$ cat src/rtl/param_sync_fifo.sv
// param_sync_fifo: single-clock FIFO with configurable width/depth, threshold flags,
// sticky overflow/underflow flags and a selectable read mode.
//
// Ports:
//   clk          - clock; all state changes on rising edge
//   initb        - asynchronous active-low reset
//   data_in      - write data
//   write_en     - push request (dropped and flagged when full)
//   read_en      - pop request (ignored and flagged when empty)
//   clr_err      - clears overflow/underflow at a rising edge
//   data_out     - read data (registered or first-word-fall-through)
//   full, empty  - occupancy flags
//   almost_full  - count >= AF_LEVEL
//   almost_empty - count <= AE_LEVEL
//   count        - current occupancy, 0..DEPTH
//   overflow     - sticky: write attempted while full
//   underflow    - sticky: read attempted while empty
module param_sync_fifo #(
   parameter int unsigned DATA_W   = 8,
   parameter int unsigned DEPTH    = 16,
   parameter int unsigned AF_LEVEL = DEPTH - 2,
   parameter int unsigned AE_LEVEL = 2,
   parameter int unsigned FWFT     = 0
) (
   input  logic                   clk,
   input  logic                   initb,
   input  logic [DATA_W-1:0]      data_in,
   input  logic                   write_en,
   input  logic                   read_en,
   input  logic                   clr_err,
   output logic [DATA_W-1:0]      data_out,
   output logic                   full,
   output logic                   empty,
   output logic                   almost_full,
   output logic                   almost_empty,
   output logic [$clog2(DEPTH):0] count,
   output logic                   overflow,
   output logic                   underflow
);

   localparam int unsigned AW = $clog2(DEPTH);
   localparam int unsigned CW = AW + 1;

   localparam logic [CW-1:0] FullLvl = CW'(DEPTH);
   localparam logic [CW-1:0] AfLvl   = CW'(AF_LEVEL);
   localparam logic [CW-1:0] AeLvl   = CW'(AE_LEVEL);

   logic [DATA_W-1:0] r_mem [DEPTH];
   logic [AW-1:0]     r_wptr;
   logic [AW-1:0]     r_rptr;
   logic [CW-1:0]     r_count;
   logic [CW-1:0]     w_count_d;
   logic              r_ovf;
   logic              r_udf;
   logic              w_ovf_d;
   logic              w_udf_d;
   logic              w_wr_acc;
   logic              w_rd_acc;

   // Flags decode straight from the registered count.
   assign full         = (r_count == FullLvl);
   assign empty        = (r_count == '0);
   assign almost_full  = (r_count >= AfLvl);
   assign almost_empty = (r_count <= AeLvl);
   assign count        = r_count;
   assign overflow     = r_ovf;
   assign underflow    = r_udf;

   // A write at full is dropped even if a read frees a slot in the same cycle.
   assign w_wr_acc = write_en & ~full;
   assign w_rd_acc = read_en & ~empty;

   always_comb begin
      w_count_d = r_count;
      unique case ({w_wr_acc, w_rd_acc})
         2'b10:   w_count_d = r_count + CW'(1);
         2'b01:   w_count_d = r_count - CW'(1);
         default: w_count_d = r_count;
      endcase
   end

   // New errors take priority over a concurrent clear.
   always_comb begin
      w_ovf_d = r_ovf;
      w_udf_d = r_udf;
      if (clr_err) begin
         w_ovf_d = 1'b0;
         w_udf_d = 1'b0;
      end
      if (write_en && full) w_ovf_d = 1'b1;
      if (read_en && empty) w_udf_d = 1'b1;
   end

   // Storage is deliberately not reset.
   always_ff @(posedge clk) begin
      if (w_wr_acc) r_mem[r_wptr] <= data_in;
   end

   always_ff @(posedge clk or negedge initb) begin
      if (!initb) begin
         r_wptr  <= '0;
         r_rptr  <= '0;
         r_count <= '0;
         r_ovf   <= 1'b0;
         r_udf   <= 1'b0;
      end else begin
         if (w_wr_acc) r_wptr <= r_wptr + AW'(1);
         if (w_rd_acc) r_rptr <= r_rptr + AW'(1);
         r_count <= w_count_d;
         r_ovf   <= w_ovf_d;
         r_udf   <= w_udf_d;
      end
   end

   if (FWFT != 0) begin : g_fwft
      // Head entry presented combinationally; forced to zero while empty so reset reads 0.
      assign data_out = empty ? '0 : r_mem[r_rptr];
   end else begin : g_reg
      logic [DATA_W-1:0] r_dout;

      always_ff @(posedge clk or negedge initb) begin
         if (!initb) begin
            r_dout <= '0;
         end else if (w_rd_acc) begin
            r_dout <= r_mem[r_rptr];
         end
      end

      assign data_out = r_dout;
   end

endmodule

$ cat config.mk
export PLATFORM = sky130hd
export DESIGN_NAME = param_sync_fifo
export DESIGN_NICKNAME = d
export VERILOG_FILES = /design/src/rtl/param_sync_fifo.sv
export SDC_FILE = /design/constraint.sdc
export NUM_CORES = 1
export LEC_CHECK = 0
export BUFFER_PORTS_ARGS = -buffer_cell sky130_fd_sc_hd__buf_4
export CAP_MARGIN = 0
export CORE_ASPECT_RATIO = 0.75
export CORE_UTILIZATION = 60
export CTS_CLUSTER_SIZE = 12
export DETAILED_ROUTE_END_ITERATION = 10
export PLACE_DENSITY = 0.78
export SLEW_MARGIN = 20
export SYNTH_ARGS = -nofsm -noshare
export SYNTH_HDL_FRONTEND = slang
export SYNTH_SLANG_ARGS = --single-unit
$ cat constraint.sdc
create_clock -name clk -period 3.1 [get_ports clk]
set_clock_uncertainty 0.15 [all_clocks]
set_input_delay 0.31 -clock clk [delete_from_list [all_inputs] [get_ports clk]]
set_output_delay 0.31 -clock clk [all_outputs]
set_load 0.01 [all_outputs]
# Yosys cells after proc, flatten, opt, wreduce, memory -nomap -nowiden
# Memories as Yosys holds them, arrays and structs flattened. A register that Yosys moved wholly into a read port is not among the register bits.
# Cells that the tools add are included.
[word_totals]
regBits = 15
ramBits = 128
inputBits = 13
out_inout_bits = 19
wordCells = 32
memories = 1
[mem_list]
columns = ["name", "depth", "width", "rd", "rd_clocked_by_memory_dff", "wr", "line_no", "text"]
rows = [
  ["r_mem", 16, 8, 1, 1, 1, "48", "logic [DATA_W-1:0] r_mem [DEPTH];"],
]
[op_classes]
addsub = 4
magnitude_cmp = 2
eq_ne = 3
mux = 6
bitwise = 4
n_reduce_logical = 7
[ops]
columns = ["cell", "n"]
rows = [
  ["case mux 5 bit (2 select lines)", 1],
  ["adder 4 x 1 -> 4 bit, second input constant", 2],
  ["nonzero test 2 bit", 3],
  ["adder 5 x 1 -> 5 bit, second input constant", 1],
  ["== test 5 bit, second input constant", 1],
  ["greater-or-equal comparator 5 x 4 -> 1 bit, second input constant", 1],
  ["<= comparator 5 x 2 -> 1 bit, second input constant", 1],
  ["logical NOT 5 bit", 1],
  ["two-way mux 1 bit", 5],
  ["subtractor 5 x 1 -> 5 bit, second input constant", 1],
  ["AND 1 bit", 2],
  ["== test 2 x 1 -> 1 bit, second input constant", 1],
  ["== test 2 bit, second input constant", 1],
  ["logical AND 1 bit", 2],
  ["inverter 1 bit", 2],
  ["logical NOT 1 bit", 1],
]

# Logic depth before layout (Yosys ltp)
# Gate-level depths: netlist of the first run.
[depth]
word_depth = 5
depth_mapped = 12

# Worst setup path after synthesis of the first run
# Ideal clock, no wire load.
[synth_timing]
path_kind = "reg-to-reg"
start = "reg r_count[1] (netlist: count[1])"
end = "reg r_count[4] (netlist: count[4])"
setup_ns = 0.123
arrival_time_ns = 2.668
required_ns = 2.827
setup_slack_ns = 0.159
stages_incl_launch_ff = 13
synth_period_minus_slack_ns = 2.941
cell_sequence = "dfrtp_1 > buf_6 > or4_4 > o21ai_2 > inv_2 > ha_1 > clkbuf_1 > xor2_1 > ha_1 > o211a_1 > o31ai_1 > a31oi_1 > xnor2_1"
[synth_via]
elab_chain_len = 5
word_cells_on_any_way = 12
[synth_lines]
columns = ["element", "line_no", "text"]
rows = [
  ["from (decl)", "51", "logic [CW-1:0] r_count;"],
  ["from (signal assigned)", "109", "r_count <= w_count_d;"],
  ["logical NOT 5 bit (*)", "62", "assign empty = (r_count == '0);"],
  ["inverter 1 bit (*)", "71", "assign w_rd_acc = read_en & ~empty;"],
  ["AND 1 bit (*)", "71", ""],
  ["via w_rd_acc", "58", "logic w_rd_acc;"],
  ["== test 2 x 1 -> 1 bit or == test 2 bit (tied branches)", "75", "unique case ({w_wr_acc, w_rd_acc})"],
  ["case mux 5 bit (2 select lines) or nonzero test 2 bit (tied branches)", "-", ""],
]
# Mark *: on every way through the listed nets, which the timed path passes. The rest lies on a longest branch.
# A chain may end at the register's enable or synchronous reset.

# Worst setup path after layout of the first run
[layout_timing]
start = "reg r_count[0] (netlist: count[0])"
end = "reg r_count[4] (netlist: count[4])"
# Same word-level chain as after synthesis.

==> impl_metrics.xml, run 1 <==
<?xml version="1.0" encoding="UTF-8"?>
<metrics>
  <group name="sta">
    <metric name="timing.hold.ws" unit="ns">0.0434</metric>
    <metric name="finalHoldViolations" unit="">0</metric>
    <metric name="max_slew_margin" unit="">0.476</metric>
    <metric name="unrepaired_setup_endpoints_after_global_routing" unit="">false</metric>
    <metric name="finalSetupViolCount" unit="">0</metric>
    <metric name="worst_slew_pin_slew" unit="ns">0.785</metric>
    <metric name="totalNegativeSetupSlack" unit="ns">0</metric>
    <metric name="min_period_over_period" unit="">0.923</metric>
    <metric name="final_max_slew_viol_count" unit="">0</metric>
    <metric name="max_clock_freq" unit="MHz">349</metric>
    <metric name="post-route-min-period" unit="ns">2.86</metric>
  </group>
  <group name="power">
    <metric name="powerDensity" unit="nW/um^2">920</metric>
    <metric name="ir_drop" unit="V">0.000636</metric>
    <metric name="static-leakage-power" unit="nW">2.59</metric>
  </group>
  <group name="cells_and_area">
    <metric name="nets" unit="">405</metric>
    <metric name="post_route_cells_drive_above_1_share" unit="">0.331</metric>
    <metric name="syn2layout_area_growth" unit="%">17.8</metric>
    <metric name="num-fill-cells" unit="">566</metric>
    <metric name="fin_cells" unit="">528</metric>
    <metric name="diodes" unit="">0</metric>
  </group>
  <group name="placement">
    <metric name="place_inst" unit="">493</metric>
    <metric name="port_buffers" unit="">31</metric>
    <metric name="gp_congestion" unit="">0.763</metric>
    <metric name="dp_hpwl" unit="mm">7.19</metric>
  </group>
  <group name="logic_synthesis">
    <metric name="ys.warnings.count" unit="">0</metric>
    <metric name="yosysUniqueCellTypes" unit="">41</metric>
    <metric name="synth_top_cells_by_count" unit="">sky130_fd_sc_hd__edfxtp_1, sky130_fd_sc_hd__mux4_2, sky130_fd_sc_hd__dfrtp_1</metric>
    <metric name="synth.top_cells.by_area" unit="">sky130_fd_sc_hd__edfxtp_1, sky130_fd_sc_hd__mux4_2, sky130_fd_sc_hd__dfrtp_1</metric>
    <metric name="per_instance_average_area_after_synthesis" unit="sq um">19.0</metric>
    <metric name="yosys_most_used_dff" unit="">sky130_fd_sc_hd__edfxtp_1</metric>
    <metric name="postSynthNetCount" unit="">346</metric>
    <metric name="synth_largest_area_cell" unit="">sky130_fd_sc_hd__edfxtp_1</metric>
    <metric name="synth-edff-count" unit="">128</metric>
    <metric name="netlist.area_leader.share" unit="">0.626</metric>
    <metric name="synth_seq_cells" unit="">151</metric>
    <metric name="cell_with_the_most_instances_after_synthesis" unit="">sky130_fd_sc_hd__edfxtp_1</metric>
    <metric name="synth_async_sr_flop_share" unit="">0.152</metric>
    <metric name="syn-cell-area" unit="sq um">6140</metric>
    <metric name="postSynthCellCount" unit="">324</metric>
    <metric name="synth-seq-area-share" unit="">0.719</metric>
  </group>
  <group name="die">
    <metric name="floorplan.die_area" unit="sq um">10700</metric>
    <metric name="placeableCoreArea" unit="sq um">9810</metric>
    <metric name="row_count" unit="">31</metric>
    <metric name="dieWidth" unit="microns">119</metric>
    <metric name="floorplan.io_pins" unit="">32</metric>
    <metric name="die_h" unit="microns">89.6</metric>
    <metric name="floorplan.initialDensity" unit="">0.626</metric>
  </group>
  <group name="global_routing">
    <metric name="first_global_vias" unit="">3104</metric>
    <metric name="grtUsageTotal" unit="">0.241</metric>
    <metric name="grt_antenna_before_repair" unit="">0</metric>
    <metric name="grt_overflow_total" unit="">0</metric>
    <metric name="grt_first_pass_wirelength" unit="mm">17.6</metric>
    <metric name="pin_count_of_the_biggest_net_entering_global_routing" unit="">24</metric>
  </group>
  <group name="worst_setup_path">
    <metric name="end_kind" unit="">register</metric>
    <metric name="worst_path_most_repeated_cell" unit="">sky130_fd_sc_hd__ha_1</metric>
    <metric name="start_kind" unit="">register</metric>
    <metric name="crit_slowest_cell" unit="">sky130_fd_sc_hd__or4_4</metric>
    <metric name="critical_path.max_stage_delay" unit="ns">0.57</metric>
    <metric name="critPathRequiredTime" unit="ns">3.25</metric>
    <metric name="cp_cell_sequence" unit="">or4_4 &gt; o21ai_2 &gt; inv_2 &gt; ha_1 &gt; buf_4 &gt; ha_1 &gt; o211a_1 &gt; o31ai_1 &gt; a31oi_1 &gt; xnor2_1</metric>
    <metric name="crit_path_max_fanout" unit="">8</metric>
    <metric name="criticalPathCategory" unit="">register to register</metric>
    <metric name="worst-endpoint-arrival" unit="ns">3.01</metric>
  </group>
  <group name="hold_path">
    <metric name="worstHoldPathType" unit="">input port to register</metric>
  </group>
  <group name="cts">
    <metric name="clk_root_buffer_cell" unit="">sky130_fd_sc_hd__clkbuf_16</metric>
    <metric name="htree_num_levels" unit="">4</metric>
    <metric name="cts-root-to-sink-buffers" unit="">2</metric>
    <metric name="postCtsResizedCells" unit="">0</metric>
    <metric name="numCtsBuffers" unit="">17</metric>
    <metric name="cts.sink_count" unit="">151</metric>
    <metric name="path_clk_slew" unit="ns">0.06</metric>
    <metric name="worstSkewPairLatency" unit="ns">0.42</metric>
    <metric name="cts_tree" unit="">yes</metric>
  </group>
  <group name="routing">
    <metric name="vias_per_cell" unit="">5.95</metric>
    <metric name="via_count" unit="">3142</metric>
    <metric name="post-route-drc-count" unit="">0</metric>
    <metric name="count_of_antenna_violating_nets_left_after_detailed_routing" unit="">0</metric>
    <metric name="initial_drt_markers" unit="">204</metric>
    <metric name="wl_per_cell" unit="microns">21.8</metric>
    <metric name="wl" unit="mm">11.5</metric>
    <metric name="dr.pass1.iters" unit="">4</metric>
  </group>
  <group name="flow_run">
    <metric name="max-cap-violations" unit="">0</metric>
  </group>
  <group name="outcome">
    <metric name="outcome" unit="">completed</metric>
  </group>
</metrics>
where the power goes:
part,switching (mW),internal (mW)
Clock,0.761,1.21
Combinational,0.908,0.959
Sequential,0.304,2.52
flip-flops by register name, indices dropped and copies added (netlist names):
name / cells
count: 5
data_out: 8
overflow: 1
r_mem: 128
r_rptr: 4
r_wptr: 4
underflow: 1
cell type report:
type                            instances  area (sq um)  area share
Sequential cell                       151          4420       0.611
Multi-Input combinational cell        148          1600       0.221
Inverter                                7          26.3     0.00363
Clock inverter                          7          70.1     0.00968
Timing Repair Buffer                   58           455      0.0629
Tap cell                              132           165      0.0228
Clock buffer                           25           505      0.0698
final timing paths:
check	from	end	slack [ns]	cells past startpoint
worst max register to register	count[0]	count[4]	0.24	10
worst min register to register	data_out[0]	data_out[0]	0.35	2
min in group asynchronous	initb	count[4]	0.18	2
max in group asynchronous	initb	r_rptr[2]	2.35	2
worst max-delay path	count[0]	count[4]	0.24	10
worst min-delay path	data_in[5]	r_mem[2][5]	0.04	1
critical path: cells and delay by family (launching register included):
kind | cells | cell delay, ns
adder cells (fa/ha/maj) | 2 | 0.55
XOR/XNOR | 1 | 0.13
flip-flops | 1 | 0.48
AO/OA/AOI/OAI | 4 | 0.58
buffers and inverters | 2 | 0.29
AND/OR/NAND/NOR | 1 | 0.57
metal layers:
metal  global-route usage  wire length (microns)  up-vias  part of all wire
met5                    0                      0        -                 0
met1                0.336                   5260     1623              0.46
met2                0.367                   5400      102              0.47
met4                0.104                    142        0             0.012
li1                     -                      -     1405                 -
met3               0.0650                    684       12             0.060
cells by family (layout without fill, tap and decap cells):
family / Yosys count / count (layout) / synth area share
XOR/XNOR: 10 / 10 / 0.0143
AND/OR/NAND/NOR: 55 / 55 / 0.0428
multiplexers: 49 / 49 / 0.145
buffers and inverters: 25 / 97 / 0.0208
AO/OA/AOI/OAI: 25 / 25 / 0.0395
flip-flops: 151 / 151 / 0.719
adder cells (fa/ha/maj): 9 / 9 / 0.0183
layout by cell type, fill, tap and decap left out, types with 7 or more instances in the layout:
master / count
sky130_fd_sc_hd__nand2_1: 21
sky130_fd_sc_hd__mux2i_1: 16
sky130_fd_sc_hd__mux4_2: 32
sky130_fd_sc_hd__buf_4: 54
sky130_fd_sc_hd__dfrtp_1: 22
sky130_fd_sc_hd__ha_1: 9
sky130_fd_sc_hd__xnor2_1: 7
sky130_fd_sc_hd__nor2_1: 17
sky130_fd_sc_hd__clkbuf_16: 17
sky130_fd_sc_hd__o221ai_2: 8
sky130_fd_sc_hd__edfxtp_1: 128
metrics by stage:
| step | total power [mW] | worst slack, ns | util | cell area (sq um) |
|---|---|---|---|---|
| after floorplan | 4.10 | 0.159 | - | 6140 |
| after global placement | 4.68 | 0.329 | 0.676 | 6640 |
| after detailed placement | 4.73 | 0.270 | 0.676 | 6640 |
| after CTS | 6.72 | 0.240 | 0.738 | 7240 |
| after global routing | 6.95 | 0.0835 | 0.738 | 7240 |
| final | 6.66 | 0.238 | 0.738 | 7240 |
timing repair:
| action | CTS | global route |
|---|---|---|
| hold buffers | 3 | 0 |
| setup buffers | 0 | 0 |
| hold endpoints to repair | 25 | 0 |
No activity file was read; power rests on OpenSTA's default activity.
==> inputs of run 2 (changes only) <==
CORE_UTILIZATION = 30   (was 60)
PLACE_DENSITY = not set   (was 0.78)
==> run 2 against run 1 <==
Effect of this change: sequential share of layout area is 1.4 points lower; fmax is 0.69% lower; final area is 2.3% higher; critical path depth stayed put; setup slack worse by 0.020 ns; via count is 2.2% lower; cell count is 23% higher; register-to-register slack worse by 0.02 ns; combinational power is 3% higher; non-clock buffer count stayed put; largest power group unchanged.
==> impl_metrics.xml, run 2 (synthesis gave the netlist of run 1 again) <==
<?xml version="1.0" encoding="UTF-8"?>
<metrics>
  <group name="worst_setup_path">
    <metric name="ff2ff_setup_slack" unit="ns">0.22</metric>
    <metric name="crit_slowest_cell" unit="">sky130_fd_sc_hd__or4_4</metric>
    <metric name="start_kind" unit="">register</metric>
    <metric name="critPathRequiredTime" unit="ns">3.25</metric>
    <metric name="cp_cell_sequence" unit="">or4_4 &gt; o21ai_2 &gt; inv_2 &gt; ha_2 &gt; xor2_1 &gt; ha_1 &gt; o211a_1 &gt; o31ai_1 &gt; a31oi_1 &gt; xnor2_1</metric>
    <metric name="cell_count_of_the_worst_reg_to_reg_path" unit="">10</metric>
    <metric name="end_kind" unit="">register</metric>
    <metric name="worst-endpoint-arrival" unit="ns">3.03</metric>
    <metric name="crit_path_start" unit="">count[0]</metric>
    <metric name="criticalPathCategory" unit="">register to register</metric>
    <metric name="critical_path.max_stage_delay" unit="ns">0.57</metric>
    <metric name="timing.rr.start" unit="">count[0]</metric>
    <metric name="crit_path_max_fanout" unit="">9</metric>
    <metric name="regToRegEndpoint" unit="">count[4]</metric>
  </group>
  <group name="cts">
    <metric name="clk_root_buffer_cell" unit="">sky130_fd_sc_hd__clkbuf_16</metric>
    <metric name="htree_num_levels" unit="">4</metric>
    <metric name="path_clk_slew" unit="ns">0.07</metric>
    <metric name="cts-root-to-sink-buffers" unit="">2</metric>
    <metric name="cts.sink_count" unit="">151</metric>
    <metric name="worstSkewPairLatency" unit="ns">0.42</metric>
    <metric name="cts_tree" unit="">yes</metric>
    <metric name="numCtsBuffers" unit="">17</metric>
  </group>
  <group name="cells_and_area">
    <metric name="max_ffs_per_register" unit="">128</metric>
    <metric name="largest_register_by_flop_count" unit="">r_mem</metric>
    <metric name="most_used_cells_in_the_layout_excluding_fill_and_tap_cells" unit="">sky130_fd_sc_hd__edfxtp_1, sky130_fd_sc_hd__buf_4, sky130_fd_sc_hd__mux4_2</metric>
    <metric name="diodes" unit="">0</metric>
    <metric name="sequential_cell_area" unit="sq um">4420</metric>
    <metric name="most_common_cell_after_layout_fill_and_taps_aside" unit="">sky130_fd_sc_hd__edfxtp_1</metric>
    <metric name="syn2layout_area_growth" unit="%">20.5</metric>
    <metric name="post_route_cells_drive_above_1_share" unit="">0.343</metric>
    <metric name="multi_input_area" unit="sq um">1600</metric>
    <metric name="nets" unit="">405</metric>
    <metric name="num-fill-cells" unit="">1805</metric>
  </group>
  <group name="routing">
    <metric name="wl" unit="mm">12.1</metric>
    <metric name="route.top_layer_used" unit="">met4</metric>
    <metric name="dr_wl_met3" unit="microns">637</metric>
    <metric name="initial_drt_markers" unit="">285</metric>
    <metric name="dr.pass1.iters" unit="">4</metric>
    <metric name="met2RoutedLength" unit="mm">5.77</metric>
    <metric name="count_of_antenna_violating_nets_left_after_detailed_routing" unit="">0</metric>
    <metric name="met1_wire_length" unit="mm">5.65</metric>
    <metric name="vias_per_cell" unit="">4.74</metric>
    <metric name="wl_per_cell" unit="microns">18.7</metric>
    <metric name="post-route-drc-count" unit="">0</metric>
    <metric name="via_count" unit="">3074</metric>
  </group>
  <group name="global_routing">
    <metric name="grt_first_pass_wirelength" unit="mm">18.6</metric>
    <metric name="grtUsageTotal" unit="">0.123</metric>
    <metric name="first_global_vias" unit="">3193</metric>
    <metric name="grt_overflow_total" unit="">0</metric>
    <metric name="grt_antenna_before_repair" unit="">0</metric>
    <metric name="pin_count_of_the_biggest_net_entering_global_routing" unit="">24</metric>
  </group>
  <group name="sta">
    <metric name="min_period_over_period" unit="">0.930</metric>
    <metric name="timing.hold.ws" unit="ns">0.0433</metric>
    <metric name="finalSetupViolCount" unit="">0</metric>
    <metric name="max_clock_freq" unit="MHz">347</metric>
    <metric name="unrepaired_setup_endpoints_after_global_routing" unit="">false</metric>
    <metric name="post-route-min-period" unit="ns">2.88</metric>
    <metric name="finalHoldViolations" unit="">0</metric>
    <metric name="worst_slew_pin_slew" unit="ns">0.608</metric>
    <metric name="final_max_slew_viol_count" unit="">0</metric>
    <metric name="max_slew_margin" unit="">0.595</metric>
    <metric name="totalNegativeSetupSlack" unit="ns">0</metric>
  </group>
  <group name="hold_path">
    <metric name="hold-path-cell-count" unit="">1</metric>
    <metric name="min_delay_worst_endpoint" unit="">r_mem[11][7]</metric>
    <metric name="worstHoldPathType" unit="">input port to register</metric>
    <metric name="worst_hold_startpoint" unit="">data_in[7]</metric>
  </group>
  <group name="die">
    <metric name="floorplan.initialDensity" unit="">0.312</metric>
    <metric name="row_count" unit="">44</metric>
    <metric name="floorplan.die_area" unit="sq um">21100</metric>
    <metric name="dieWidth" unit="microns">167</metric>
    <metric name="die_h" unit="microns">126</metric>
    <metric name="floorplan.io_pins" unit="">32</metric>
    <metric name="placeableCoreArea" unit="sq um">19700</metric>
  </group>
  <group name="flow_run">
    <metric name="max-cap-violations" unit="">0</metric>
  </group>
  <group name="placement">
    <metric name="dp_hpwl" unit="mm">7.99</metric>
    <metric name="gp_congestion" unit="">0.794</metric>
    <metric name="port_buffers" unit="">31</metric>
  </group>
  <group name="power">
    <metric name="powerDensity" unit="nW/um^2">906</metric>
    <metric name="ir_drop" unit="V">0.000317</metric>
    <metric name="static-leakage-power" unit="nW">2.60</metric>
  </group>
  <group name="outcome">
    <metric name="outcome" unit="">completed</metric>
  </group>
</metrics>
run 2: worst max-delay path by stage:
stage               endpoint  slack (ns)  depth (start not counted)
detailed placement  count[4]        0.13                         10
global route        count[4]        0.06                         10
finish              count[4]        0.22                         10
floorplan           count[4]        0.16                         12
CTS                 count[4]        0.11                         10
global placement    count[4]        0.21                         10
run 2: report_power, final:
| group | leakage (nW) | internal [mW] | switching (mW) |
|---|---|---|---|
| sequential | 1.43 | 2.52 | 0.269 |
| combinational | 0.884 | 0.964 | 0.956 |
| clock | 0.283 | 1.08 | 0.920 |
| total | 2.60 | 4.56 | 2.14 |
run 2: final cells by class:
cell class	count	share of cell area
sequential	151	0.597
multi-input combinational	148	0.216
timing repair buffer	58	0.0615
clock buffer	17	0.0575
tap	253	0.0428
clock inverter	15	0.0216
inverter	7	0.00355
run 2: layer usage:
layer	GRT usage	vias to the layer above
met2	0.195	75
met4	0.0324	0
met3	0.0355	7
met5	0	-
li1	-	1402
met1	0.166	1590
run 2: through the flow:
stage	cells	power (mW)	area, sq um	setup slack, ns	util
after detailed placement	614	4.79	6790	0.127	0.344
after floorplan	324	4.10	6140	0.159	-
final	649	6.71	7400	0.218	0.376
after global placement	614	4.73	6790	0.208	0.344
after CTS	649	6.80	7400	0.107	0.376
after global routing	649	7.05	7400	0.0613	0.376
run 2: worst max-delay path: cells and delay by family, from the launching register on:
family                   cells  cell delay, ns
flip-flops                   1            0.48
buffers and inverters        1            0.12
AO/OA/AOI/OAI                4            0.69
XOR/XNOR                     2            0.30
adder cells (fa/ha/maj)      2            0.46
AND/OR/NAND/NOR              1            0.57
run 2: timing repair:
action                                 4_1_cts  5_1_grt
hold buffers                                 3        0
endpoints found under the hold margin       25        0
setup endpoints to repair                    0        1
setup buffers                                0        0
gates resized for setup                      0        1
